==> src/rtl/i2s_frame_scheduler_pkg.sv <==
// -----------------------------------------------------------------------------
// i2s_frame_scheduler_pkg
// Shared types and defaults for the I2S frame scheduler slice.
//   state_t        playback sequencer states (encoding is visible on o_state)
//   sample_pair_t  one captured left/right sample pair
//   apply_dip()    output-side mute/swap applied to a pair
// -----------------------------------------------------------------------------
package i2s_frame_scheduler_pkg;

  localparam int FRAME_LEN_DEF = 512;   // 48 kHz frames at 24.576 MHz
  localparam int TIMEOUT_DEF   = 4096;  // mclk cycles of silence before muting

  typedef enum logic [1:0] {
    ST_MUTE    = 2'd0,
    ST_PREFILL = 2'd1,
    ST_RUN     = 2'd2
  } state_t;

  typedef struct packed {
    logic [15:0] l;
    logic [15:0] r;
  } sample_pair_t;

  // Mute wins over swap: a muted pair is all zeros regardless of ordering.
  function automatic sample_pair_t apply_dip(sample_pair_t pair, logic mute, logic swap);
    sample_pair_t res;
    res = pair;
    if (swap) begin
      res.l = pair.r;
      res.r = pair.l;
    end
    if (mute) res = '0;
    return res;
  endfunction

endpackage

==> src/rtl/i2s_frame_scheduler_sample_pair_fifo.sv <==
// -----------------------------------------------------------------------------
// sample_pair_fifo
// Synchronous FIFO of DEPTH x 32-bit sample pairs with first-word fall-through
// read data. A push while full is accepted only if a pop happens in the same
// cycle; a pop while empty is ignored. flush empties the FIFO and wins over
// push/pop.
// Ports:
//   clk, rst          clock, asynchronous active-high reset
//   push, wr_data     write request and data
//   pop               read request; rd_data is the current head
//   flush             discard all entries
//   full, empty       status
//   level             number of stored entries (0..DEPTH)
// -----------------------------------------------------------------------------
module sample_pair_fifo #(
  parameter int DEPTH = 4,
  localparam int AW   = $clog2(DEPTH)
) (
  input  logic          clk,
  input  logic          rst,
  input  logic          push,
  input  logic [31:0]   wr_data,
  input  logic          pop,
  input  logic          flush,
  output logic [31:0]   rd_data,
  output logic          full,
  output logic          empty,
  output logic [AW:0]   level
);

  localparam logic [AW:0] FULL_LVL = (AW+1)'(DEPTH);

  logic [31:0]   mem [DEPTH];
  logic [AW-1:0] wr_ptr;
  logic [AW-1:0] rd_ptr;
  logic [AW:0]   count;
  logic          do_push;
  logic          do_pop;

  assign full    = (count == FULL_LVL);
  assign empty   = (count == '0);
  assign level   = count;
  assign rd_data = mem[rd_ptr];

  assign do_pop  = pop & ~empty;
  assign do_push = push & (~full | do_pop);

  // NOTE: sequential state is updated with non-blocking assignments so every
  // register samples the pre-edge values of the others, independent of order.
  always_ff @(posedge clk or posedge rst) begin
    if (rst) begin
      wr_ptr <= '0;
      rd_ptr <= '0;
      count  <= '0;
    end else if (flush) begin
      wr_ptr <= '0;
      rd_ptr <= '0;
      count  <= '0;
    end else begin
      if (do_push) wr_ptr <= wr_ptr + 1'b1;
      if (do_pop)  rd_ptr <= rd_ptr + 1'b1;
      case ({do_push, do_pop})
        2'b10:   count <= count + 1'b1;
        2'b01:   count <= count - 1'b1;
        default: count <= count;
      endcase
    end
  end

  // NOTE: the storage array has no reset; entries are only ever read after
  // being written, so clearing them would add reset fan-out for no benefit.
  always_ff @(posedge clk) begin
    if (do_push && !flush) mem[wr_ptr] <= wr_data;
  end

endmodule

==> src/rtl/i2s_frame_scheduler.sv <==
// -----------------------------------------------------------------------------
// i2s_frame_scheduler
// Bridges the AD sample holder to the I2S encoder in the i_mclk domain.
// Captured L/R pairs are buffered and released one per frame on a free-running
// FRAME_LEN grid, sequenced through MUTE/PREFILL/RUN, with source period
// measurement for lock detection and DIP-controlled mute / channel swap.
// Ports:
//   i_mclk, i_rst       clock, asynchronous active-high reset
//   i_latch             async AD latch; rising edge = new pair on i_data_l/r
//   i_data_l, i_data_r  sample pair from the holder
//   i_dip               [0] force mute, [1] swap L/R (async, synchronised)
//   i_clr_status        one-cycle pulse clearing the sticky flags
//   o_load              strobe on the cycle after each frame boundary
//   o_data_l, o_data_r  words to the encoder, updated together with o_load
//   o_state             0 MUTE, 1 PREFILL, 2 RUN
//   o_locked            source period stable for LOCK_COUNT periods
//   o_period            last latch-to-latch period in i_mclk cycles
//   o_underrun          sticky: RUN boundary found the FIFO empty
//   o_overrun           sticky: a pair was dropped because the FIFO was full
// -----------------------------------------------------------------------------
module i2s_frame_scheduler
  import i2s_frame_scheduler_pkg::*;
#(
  parameter int FRAME_LEN  = FRAME_LEN_DEF,
  parameter int FIFO_DEPTH = 4,
  parameter int PREFILL    = 2,
  parameter int TIMEOUT    = TIMEOUT_DEF,
  parameter int LOCK_TOL   = 8,
  parameter int LOCK_COUNT = 4
) (
  input  logic        i_mclk,
  input  logic        i_rst,
  input  logic        i_latch,
  input  logic [15:0] i_data_l,
  input  logic [15:0] i_data_r,
  input  logic [1:0]  i_dip,
  input  logic        i_clr_status,
  output logic        o_load,
  output logic [15:0] o_data_l,
  output logic [15:0] o_data_r,
  output logic [1:0]  o_state,
  output logic        o_locked,
  output logic [15:0] o_period,
  output logic        o_underrun,
  output logic        o_overrun
);

  localparam int FW = $clog2(FRAME_LEN);
  localparam int TW = $clog2(TIMEOUT + 1);
  localparam int LW = $clog2(LOCK_COUNT + 1);
  localparam int AW = $clog2(FIFO_DEPTH);

  localparam logic [FW-1:0] FRAME_LAST  = FW'(FRAME_LEN - 1);
  localparam logic [TW-1:0] TOUT_MAX    = TW'(TIMEOUT);
  localparam logic [LW-1:0] LOCK_MAX    = LW'(LOCK_COUNT);
  localparam logic [AW:0]   PREFILL_LVL = (AW+1)'(PREFILL);
  localparam logic [15:0]   TOL         = 16'(LOCK_TOL);

  // ---------------------------------------------------------------------------
  // Input synchronisers (3 flops; the third stage gives the latch edge detect)
  // ---------------------------------------------------------------------------
  logic [2:0] latch_sync;
  logic [1:0] dip_s1, dip_s2, dip_s3;
  logic       latch_edge;

  always_ff @(posedge i_mclk or posedge i_rst) begin
    if (i_rst) begin
      latch_sync <= '0;
      dip_s1     <= '0;
      dip_s2     <= '0;
      dip_s3     <= '0;
    end else begin
      latch_sync <= {latch_sync[1:0], i_latch};
      dip_s1     <= i_dip;
      dip_s2     <= dip_s1;
      dip_s3     <= dip_s2;
    end
  end

  // The holder keeps i_data_l/r stable for a whole source period, so sampling
  // them directly on the edge cycle is safe.
  assign latch_edge = latch_sync[1] & ~latch_sync[2];

  // ---------------------------------------------------------------------------
  // Frame grid
  // ---------------------------------------------------------------------------
  logic [FW-1:0] frame_cnt;
  logic          boundary;

  assign boundary = (frame_cnt == FRAME_LAST);

  always_ff @(posedge i_mclk or posedge i_rst) begin
    if (i_rst)         frame_cnt <= '0;
    else if (boundary) frame_cnt <= '0;
    else               frame_cnt <= frame_cnt + 1'b1;
  end

  // ---------------------------------------------------------------------------
  // Source timeout: a latch edge always beats an expiring timeout
  // ---------------------------------------------------------------------------
  logic [TW-1:0] tout_cnt;
  logic          timeout_hit;

  assign timeout_hit = (tout_cnt == TOUT_MAX) && !latch_edge;

  always_ff @(posedge i_mclk or posedge i_rst) begin
    if (i_rst)                    tout_cnt <= '0;
    else if (latch_edge)          tout_cnt <= '0;
    else if (tout_cnt != TOUT_MAX) tout_cnt <= tout_cnt + 1'b1;
  end

  // ---------------------------------------------------------------------------
  // Period measurement and lock detection
  // ---------------------------------------------------------------------------
  logic [15:0]   period_cnt;
  logic [15:0]   period_diff;
  logic          period_stable;
  logic [LW-1:0] lock_cnt;

  assign period_diff   = (period_cnt >= o_period) ? (period_cnt - o_period)
                                                  : (o_period - period_cnt);
  assign period_stable = (period_diff <= TOL);
  assign o_locked      = (lock_cnt == LOCK_MAX);

  // The counter restarts at 1 so that the edge cycle itself is counted and a
  // latch every N cycles reads back as exactly N.
  always_ff @(posedge i_mclk or posedge i_rst) begin
    if (i_rst) begin
      period_cnt <= '0;
      o_period   <= '0;
      lock_cnt   <= '0;
    end else begin
      if (latch_edge) begin
        period_cnt <= 16'd1;
        o_period   <= period_cnt;
        if (!period_stable)        lock_cnt <= '0;
        else if (lock_cnt != LOCK_MAX) lock_cnt <= lock_cnt + 1'b1;
      end else begin
        if (period_cnt != 16'hFFFF) period_cnt <= period_cnt + 1'b1;
        if (timeout_hit)            lock_cnt   <= '0;
      end
    end
  end

  // ---------------------------------------------------------------------------
  // Sample FIFO
  // ---------------------------------------------------------------------------
  state_t       state, state_next;
  sample_pair_t wr_pair;
  sample_pair_t head_pair;
  logic [31:0]  fifo_rd;
  logic         fifo_full;
  logic         fifo_empty;
  logic [AW:0]  fifo_level;
  logic         pop_req;

  assign wr_pair   = '{l: i_data_l, r: i_data_r};
  assign head_pair = sample_pair_t'(fifo_rd);
  assign pop_req   = boundary && (state == ST_RUN) && !fifo_empty;

  sample_pair_fifo #(.DEPTH(FIFO_DEPTH)) u_fifo (
    .clk     (i_mclk),
    .rst     (i_rst),
    .push    (latch_edge),
    .wr_data (wr_pair),
    .pop     (pop_req),
    .flush   (timeout_hit),
    .rd_data (fifo_rd),
    .full    (fifo_full),
    .empty   (fifo_empty),
    .level   (fifo_level)
  );

  // ---------------------------------------------------------------------------
  // Playback sequencer
  // ---------------------------------------------------------------------------
  logic underrun_set;
  logic overrun_set;
  logic prev_underrun;   // previous RUN boundary also found the FIFO empty

  assign underrun_set = boundary && (state == ST_RUN) && fifo_empty;
  // A full FIFO that is popped in the same cycle still accepts the new pair.
  assign overrun_set  = latch_edge && fifo_full && !pop_req;

  always_ff @(posedge i_mclk or posedge i_rst) begin
    if (i_rst) state <= ST_MUTE;
    else       state <= state_next;
  end

  // NOTE: state_next gets a default before the case so no path leaves it
  // unassigned; otherwise synthesis would infer a latch.
  always_comb begin
    state_next = state;
    case (state)
      ST_MUTE:    if (latch_edge) state_next = ST_PREFILL;
      ST_PREFILL: if (boundary && fifo_level >= PREFILL_LVL) state_next = ST_RUN;
      ST_RUN:     if (underrun_set && prev_underrun) state_next = ST_PREFILL;
      default:    state_next = ST_MUTE;
    endcase
    if (timeout_hit) state_next = ST_MUTE;
  end

  always_ff @(posedge i_mclk or posedge i_rst) begin
    if (i_rst)                     prev_underrun <= 1'b0;
    else if (state_next != ST_RUN) prev_underrun <= 1'b0;
    else if (boundary && state == ST_RUN) prev_underrun <= fifo_empty;
  end

  assign o_state = state;

  // ---------------------------------------------------------------------------
  // Output words, load strobe and sticky flags
  // ---------------------------------------------------------------------------
  sample_pair_t last_pair;   // raw pair most recently sent (pre mute/swap)
  sample_pair_t pick_pair;
  sample_pair_t out_pair;

  // Outside RUN the encoder gets silence, and the repeat pair is cleared too.
  assign pick_pair = (state != ST_RUN) ? '0 : (fifo_empty ? last_pair : head_pair);
  assign out_pair  = apply_dip(pick_pair, dip_s3[0], dip_s3[1]);

  always_ff @(posedge i_mclk or posedge i_rst) begin
    if (i_rst) begin
      o_load     <= 1'b0;
      o_data_l   <= '0;
      o_data_r   <= '0;
      last_pair  <= '0;
      o_underrun <= 1'b0;
      o_overrun  <= 1'b0;
    end else begin
      o_load <= boundary;
      if (boundary) begin
        last_pair <= pick_pair;
        o_data_l  <= out_pair.l;
        o_data_r  <= out_pair.r;
      end
      o_underrun <= underrun_set | (o_underrun & ~i_clr_status);
      o_overrun  <= overrun_set  | (o_overrun  & ~i_clr_status);
    end
  end

endmodule

==> config.mk <==
export PLATFORM = sky130hd
export DESIGN_NAME = i2s_frame_scheduler
export DESIGN_NICKNAME = d
export VERILOG_FILES = /design/src/rtl/i2s_frame_scheduler_pkg.sv /design/src/rtl/i2s_frame_scheduler_sample_pair_fifo.sv /design/src/rtl/i2s_frame_scheduler.sv
export SDC_FILE = /design/constraint.sdc
export NUM_CORES = 1
export LEC_CHECK = 0
export CORE_AREA = 8 8 157 159
export CTS_CLUSTER_SIZE = 12
export DETAILED_ROUTE_END_ITERATION = 12
export DIE_AREA = 0 0 165 167
export PLACE_DENSITY_LB_ADDON = 0.08
export SETUP_SLACK_MARGIN = 0.02
export SYNTH_ARGS = -nofsm -noshare
export SYNTH_HDL_FRONTEND = slang
export SYNTH_SLANG_ARGS = --single-unit
==> constraint.sdc <==
create_clock -name i_mclk -period 6 [get_ports i_mclk]
set_input_delay 0.9 -clock i_mclk [delete_from_list [all_inputs] [get_ports i_mclk]]
set_output_delay 0.9 -clock i_mclk [all_outputs]
set_load 0.01 [all_outputs]
# Word level (Yosys, flattened, before mapping)
# Memories as Yosys holds them, arrays and structs flattened.
# Index checks and enable logic that the tools add are counted.
# W data, S select, Z words.
[classes] muxes=29 n_reduce_logical=23 addsub=10 eq_ne=14 n_lt_le_gt_ge=3 bitwise_logic=12
[ops] operator="$mux W32" count=4
[ops] operator="$mux W16" count=3
[ops] operator="$sub A16 B16 Y16" count=2
[ops] operator="$mux W13" count=2
[ops] operator="$add A16 B1 Y16 const B" count=1
[ops] operator="$ge A16 B16 Y1" count=1
[ops] operator="$le A16 B4 Y1 const B" count=1
[ops] operator="$mux W2" count=8
[ops] operator="$ne A16 B16 Y1 const B" count=1
[ops] operator="$mux W3" count=5
[ops] operator="$add A13 B1 Y13 const B" count=1
[ops] operator="$eq A13 B13 Y1 const B" count=1
[ops] operator="$ne A13 B13 Y1 const B" count=1
[ops] operator="$reduce_bool A2 Y1" count=6
[ops] operator="$add A9 B1 Y9 const B" count=1
[ops] operator="$eq A9 B9 Y1 const B" count=1
[ops] operator="$logic_and A1 B1 Y1" count=9
[ops] operator="$mux W9" count=1
[ops] operator="$add A3 B1 Y3 const B" count=2
[ops] operator="$eq A3 B3 Y1 const B" count=2
[ops] operator="$pmux W2 S3" count=1
[ops] operator="$pmux W3 S2" count=1
[ops] operator="$and A1 B1 Y1" count=5
[ops] operator="$add A2 B1 Y2 const B" count=2
[ops] operator="other kinds (15)" count=29
[word_totals] elab_cells=113 memories=1 output_inout_bits=54 ramBits=128 register_bits=143 in_bits=38
[memory_table] name="u_fifo.mem" words=4 width=32 rd=1 rd_ports_with_merged_regs=0 write_ports=1 line="i2s_frame_scheduler_sample_pair_fifo.sv:33" rtl="logic [31:0] mem [DEPTH];"

# Depth between registers and ports, before layout
[logic_depth] depth_word=9 ltp_mapped=14 depth_no_buf=13

# Modules after synthesis
# A second synthesis with hierarchy kept.
[unflattened] cells_unflattened=1100 area_unflattened_um2=13106.3
[modules_own_cells] module="i2s_frame_scheduler" seq_area_each_um2=3403.3 area_each_um2=7917.6 n_inst=1 cells_per_inst=867
[modules_own_cells] module="sample_pair_fifo" seq_area_each_um2=4018.9 area_each_um2=5188.7 n_inst=1 cells_per_inst=233

# Worst setup path before layout
# No wires, ideal clock.
[synth_timing] path_kind="reg-to-reg" from="register o_period[7]" to="register lock_cnt[1]" path_buffers=1 arrival_ns=3.066 t_required_ns=5.878 stages_incl_launch_ff=15 setup_ns=0.122 slack_ns=2.812 path_cell_list="dfrtp_1 > inv_1 > ha_1 > buf_2 > nand4_1 > a2111oi_2 > o31a_1 > o211ai_2 > and2_1 > o31ai_1 > nor4_4 > a221oi_1 > a2111oi_4 > a21oi_2 > o21ai_1"
[synth_via] elab_chain_cells=5 elab_cells_between_ends=9
[synth_rtl] element="start, declared" line="i2s_frame_scheduler.sv:43" rtl="output logic [15:0] o_period,"
[synth_rtl] element="start signal, assigned" line="i2s_frame_scheduler.sv:135" rtl="o_period <= period_cnt;"
[synth_rtl] element="$sub A16 B16 Y16, or another cell as far along" line="i2s_frame_scheduler.sv:121" rtl=": (o_period - period_cnt);"
[synth_rtl] element="$mux W16 (*)" line="i2s_frame_scheduler.sv:120" rtl="assign period_diff = (period_cnt >= o_period) ? (period_cnt - o_period)"
[synth_rtl] element="$le A16 B4 Y1 (*)" line="i2s_frame_scheduler.sv:122" rtl="assign period_stable = (period_diff <= TOL);"
[synth_rtl] element="$ne A3 B2 Y1 (no source line) / $mux W3 (equally long branches)"
[synth_rtl] element="$reduce_and A2 Y1 (no source line) / $mux W3 (equally long branches)"
[synth_rtl] element="end signal, assigned" line="i2s_frame_scheduler.sv:137" rtl="else if (lock_cnt != LOCK_MAX) lock_cnt <= lock_cnt + 1'b1;"
[synth_rtl] element="end, declared" line="i2s_frame_scheduler.sv:118" rtl="logic [LW-1:0] lock_cnt;"
# Every way passes the cells marked *; elsewhere a longest branch is shown, timed or not.
# A chain may end at the register's enable or synchronous reset.

# Final worst setup path
[layout_timing] from="register period_cnt[8]" to="register lock_cnt[1]"
[layout_via] elab_chain_cells=5 elab_cells_between_ends=9
[layout_rtl] element="start, declared" line="i2s_frame_scheduler.sv:115" rtl="logic [15:0] period_cnt;"
[layout_rtl] element="start signal, assigned" line="i2s_frame_scheduler.sv:139" rtl="if (period_cnt != 16'hFFFF) period_cnt <= period_cnt + 1'b1;"
[layout_rtl] element="$sub A16 B16 Y16, or another cell as far along" line="i2s_frame_scheduler.sv:121"
[layout_rtl] element="$mux W16 (*)" line="i2s_frame_scheduler.sv:120"
[layout_rtl] element="$le A16 B4 Y1 (*)" line="i2s_frame_scheduler.sv:122"
[layout_rtl] element="$ne A3 B2 Y1 (no source line) / $mux W3 (equally long branches)"
[layout_rtl] element="$reduce_and A2 Y1 (no source line) / $mux W3 (equally long branches)"
# Marks and branches as above.

==> out/qor.csv <==
stage;metric;value;unit
run_status;status;complete, no violations;
floorplan;# IOs;92;
yosys;top_reg_cell synth;dfrtp_1;
yosys;FF+latch count, synth;271;
pwr;static leakage;5.90;nW
final_layout;share of cells above drive strength 1;0.121;
critical_path;Reg2Reg Setup Slack;2430;ps
sta;Slew @ Worst Pin;895;ps
yosys;mux contribution to synthesized area;0.118;
sta;max_slew headroom;0.404;
routing;routed via count;8310;
flow_run;MaxCap Viol Count;0;
yosys;ys async rst share;0.528;
clocking;Num CTS Buffers;29;
yosys;largest family of logic cells by synthesized area;multiplexers;
place;Final HPWL DP;18.4;mm
final_layout;ant diodes;0;
yosys;Post-synth EDFFs;128;
pwr;overall power;4.93;mW
clocking;CTS H-tree lvls;1;
yosys;cell count after synthesis;1065;
min_path;Worst Hold Class;reg -> reg;
final_layout;area growth from synthesis to layout;15.9;%
sta;final setup fails;0;
yosys;syn avg cell area;12.1;um^2
yosys;fraction of the mapped netlist area in adder cells;0.0425;
sta;fin crit share;0.594;
clocking;Setup Fix Bufs, Post-CTS;0;
routing;Residual DRC;0;
floorplan;standard-cell rows;55;
critical_path;critical path launch point type;register;
final_layout;layout net count;1227;
sta;clk_skew;10.2;ps
routing;DR WL/cell;18.8;um
clocking;Root Buffer;clkbuf_16;
floorplan;Chip Height;167;um
yosys;Post-Synth XOR/XNOR Area;0.0259;
critical_path;crit-path max FO;10;
sta;final hold viol count;0;
sta;unrepaired setup endpoints after global routing;false;
clocking;clock sinks;271;
clocking;post-cts gate resize count;0;
place;number of port buffers;91;
yosys;Simple-Gate Fraction of Synth Area;0.104;
critical_path;CP required;6440;ps
routing;Iteration-0 DRC Markers;584;
pwr;Comb pwr share;0.235;
place;placer congestion estimate;0.894;
yosys;Syn Nets;1146;
yosys;Post-Syn Area;0.0128;mm^2
sta;fin crit period;3570;ps
critical_path;Setup crit end kind;register;
yosys;Synth Area in Compound Gates;0.0893;
clocking;clock tree buffer depth;3;
clocking;CTS tree;built;
critical_path;kind of critical path;reg -> reg;
final_layout;Fillers;1669;
clocking;CTS Hold Bufs;0;
grt;initial antenna violation count;0;
pwr;Int Power;3.47;mW
routing;Pre-Repair DR Iteration Count;5;
sta;Final Max Tran Viols;0;
pwr;Power Dens Cells;331;mW/mm^2
pwr;P_sw;1.46;mW
floorplan;die footprint;0.0276;mm^2
floorplan;die width;165;um
floorplan;Initial Util;0.578;
critical_path;CP arrival;4000;ps
yosys;sequential share of the synthesized area;0.578;
sta;TNS Setup;0;ps
clocking;Reg clk slew, reported paths;60;ps
floorplan;core area;0.0222;mm^2
pwr;Reg power frac;0.438;
pwr;worst-case vdd ir drop;0.313;mV
pwr;clock group share of total power;0.327;
sta;Max Freq;281;MHz
pwr;Sw Share;0.296;
clocking;worst-skew pair later-pin latency;550;ps
grt;first-pass GRT wire length;44.1;mm
routing;Via density;5.72;
yosys;Synth warnings;0;
routing;DRT antenna net count;0;
yosys;Synth cell types;67;
grt;vias in the first global route;8173;
routing;Routed WL;27.3;mm
grt;grt total ovfl;0;
grt;pin count of the biggest net entering global routing;97;
grt;Tot GR Track Use;0.198;
==> final timing paths <==
path,endpoint,from,cells after the start
setup / recovery,lock_cnt[1]$_DFFE_PP0P_,period_cnt[8]$_DFFE_PP0P_,12
hold / removal,dip_s2[0]$_DFF_PP0_,dip_s1[0]$_DFF_PP0_,0
setup reg to reg,lock_cnt[1]$_DFFE_PP0P_,period_cnt[8]$_DFFE_PP0P_,12
hold reg to reg,dip_s2[0]$_DFF_PP0_,dip_s1[0]$_DFF_PP0_,0
max in group asynchronous,u_fifo.rd_ptr[1]$_DFFE_PP0P_,i_rst,3
min in group asynchronous,o_load$_DFF_PP0_,i_rst,2
==> cell usage in the layout (no fill, tap or decap), types with 3 or more instances in the layout <==
cell,Yosys,final
nand4b_1,3,3
or3_1,11,11
mux2i_1,39,39
o21ai_0,33,33
ha_1,42,41
o22ai_1,36,36
nand3_1,23,23
clkinv_1,0,7
and3_1,5,5
nand2_1,116,116
nor2b_1,4,3
dfrtp_1,143,141
inv_1,87,86
clkbuf_16,0,29
a31oi_1,6,6
nor2_1,68,68
and2_1,7,7
clkdlybuf4s50_1,0,91
mux4_2,33,33
nor4_1,7,7
mux2_2,33,33
buf_4,1,14
xor2_1,18,18
xnor2_1,20,20
clkbuf_1,40,12
a21oi_1,67,67
nand4_1,7,7
nor3_1,15,14
o21ai_1,3,3
edfxtp_1,128,128
o21bai_1,3,3
nand2b_1,8,8
==> metrics by stage <==
step                      worst slack (ps)  area, um^2  hold WS, ps  cells   util
after floorplan                       1260       12800          331   1065      -
after global placement                2550       14000          332   1400  0.631
after detailed placement              2450       14000          336   1400  0.631
after CTS                             2430       14900          348   1454  0.670
after global routing                  2110       14900          361   1454  0.670
final                                 2430       14900          345   1454  0.670
==> power groups by stage <==
stage          Combinational [mW]  Sequential (mW)  Clock (mW)
3_3_place_gp                 1.15             2.19           0
6_report                     1.16             2.16        1.61
2_1_floorplan               0.879             2.17           0
4_1_cts                      1.16             2.16        1.65
5_1_grt                      1.27             2.17        1.72
3_5_place_dp                 1.15             2.19           0
==> cell usage after synthesis (4+ instances only) <==
library cell | instances | area [um^2]
mux2_2 | 33 | 372
mux4_2 | 33 | 743
edfxtp_1 | 128 | 3840
inv_1 | 87 | 327
nand2_1 | 116 | 435
buf_1 | 9 | 33.8
mux2i_1 | 39 | 390
o22ai_1 | 36 | 225
nor4_1 | 7 | 43.8
nand3_1 | 23 | 115
nor2_1 | 68 | 255
o21ai_0 | 33 | 165
dfrtp_1 | 143 | 3580
a31oi_1 | 6 | 37.5
and2_1 | 7 | 43.8
xnor2_1 | 20 | 175
clkbuf_1 | 40 | 150
and3_1 | 5 | 31.3
a21oi_1 | 67 | 335
nand4_1 | 7 | 43.8
buf_2 | 5 | 25.0
nor2b_1 | 4 | 25.0
nand2b_1 | 8 | 50.1
ha_1 | 42 | 526
nor3_1 | 15 | 75.1
or3_1 | 11 | 68.8
xor2_1 | 18 | 158
==> registers in the layout, summed over array words and instances (netlist names) <==
register / flops
u_fifo.mem: 128
last_pair: 32
o_data_l: 16
o_data_r: 16
o_period: 16
period_cnt: 16
tout_cnt: 13
frame_cnt: 9
latch_sync: 3
lock_cnt: 3
u_fifo.level: 3
dip_s1: 2
dip_s2: 2
dip_s3: 2
o_state: 2
u_fifo.rd_ptr: 2
u_fifo.wr_ptr: 2
o_load: 1
o_overrun: 1
o_underrun: 1
prev_underrun: 1
==> layout make-up <==
| type | instances | area (um^2) | share of cell area |
|---|---|---|---|
| timing repair buffer | 105 | 1020 | 0.0683 |
| clock buffer | 42 | 785 | 0.0527 |
| sequential | 271 | 7420 | 0.499 |
| tap | 285 | 357 | 0.0240 |
| inverter | 87 | 332 | 0.0223 |
| multi-input combinational | 652 | 4900 | 0.329 |
| clock inverter | 12 | 73.8 | 0.00496 |
==> cells by family after synthesis <==
logic type      count (synthesis)
flops                         271
fa+ha+maj                      43
buf+inv                       142
simple gates                  286
mux                           106
compound gates                179
xor+xnor                       38
==> worst max-delay path, cell delays in order (launching register included) <==
cell	delay, ps
dfrtp_1	450
ha_1	500
nand4_1	210
a2111oi_2	380
o31a_1	270
o211ai_2	130
and2_1	230
o31ai_1	370
nor4_4	90
a221oi_1	450
a2111oi_4	120
a21oi_2	190
o21ai_1	70
==> per-layer routing <==
| layer | wire length, um | GRT usage | vias up |
|---|---|---|---|
| li1 | - | - | 3982 |
| met4 | 408 | 0.0415 | 0 |
| met1 | 13400 | 0.310 | 4110 |
| met3 | 1410 | 0.0266 | 40 |
| met5 | 0 | 0 | - |
| met2 | 12100 | 0.288 | 178 |
(Power assumes the default switching activity.)
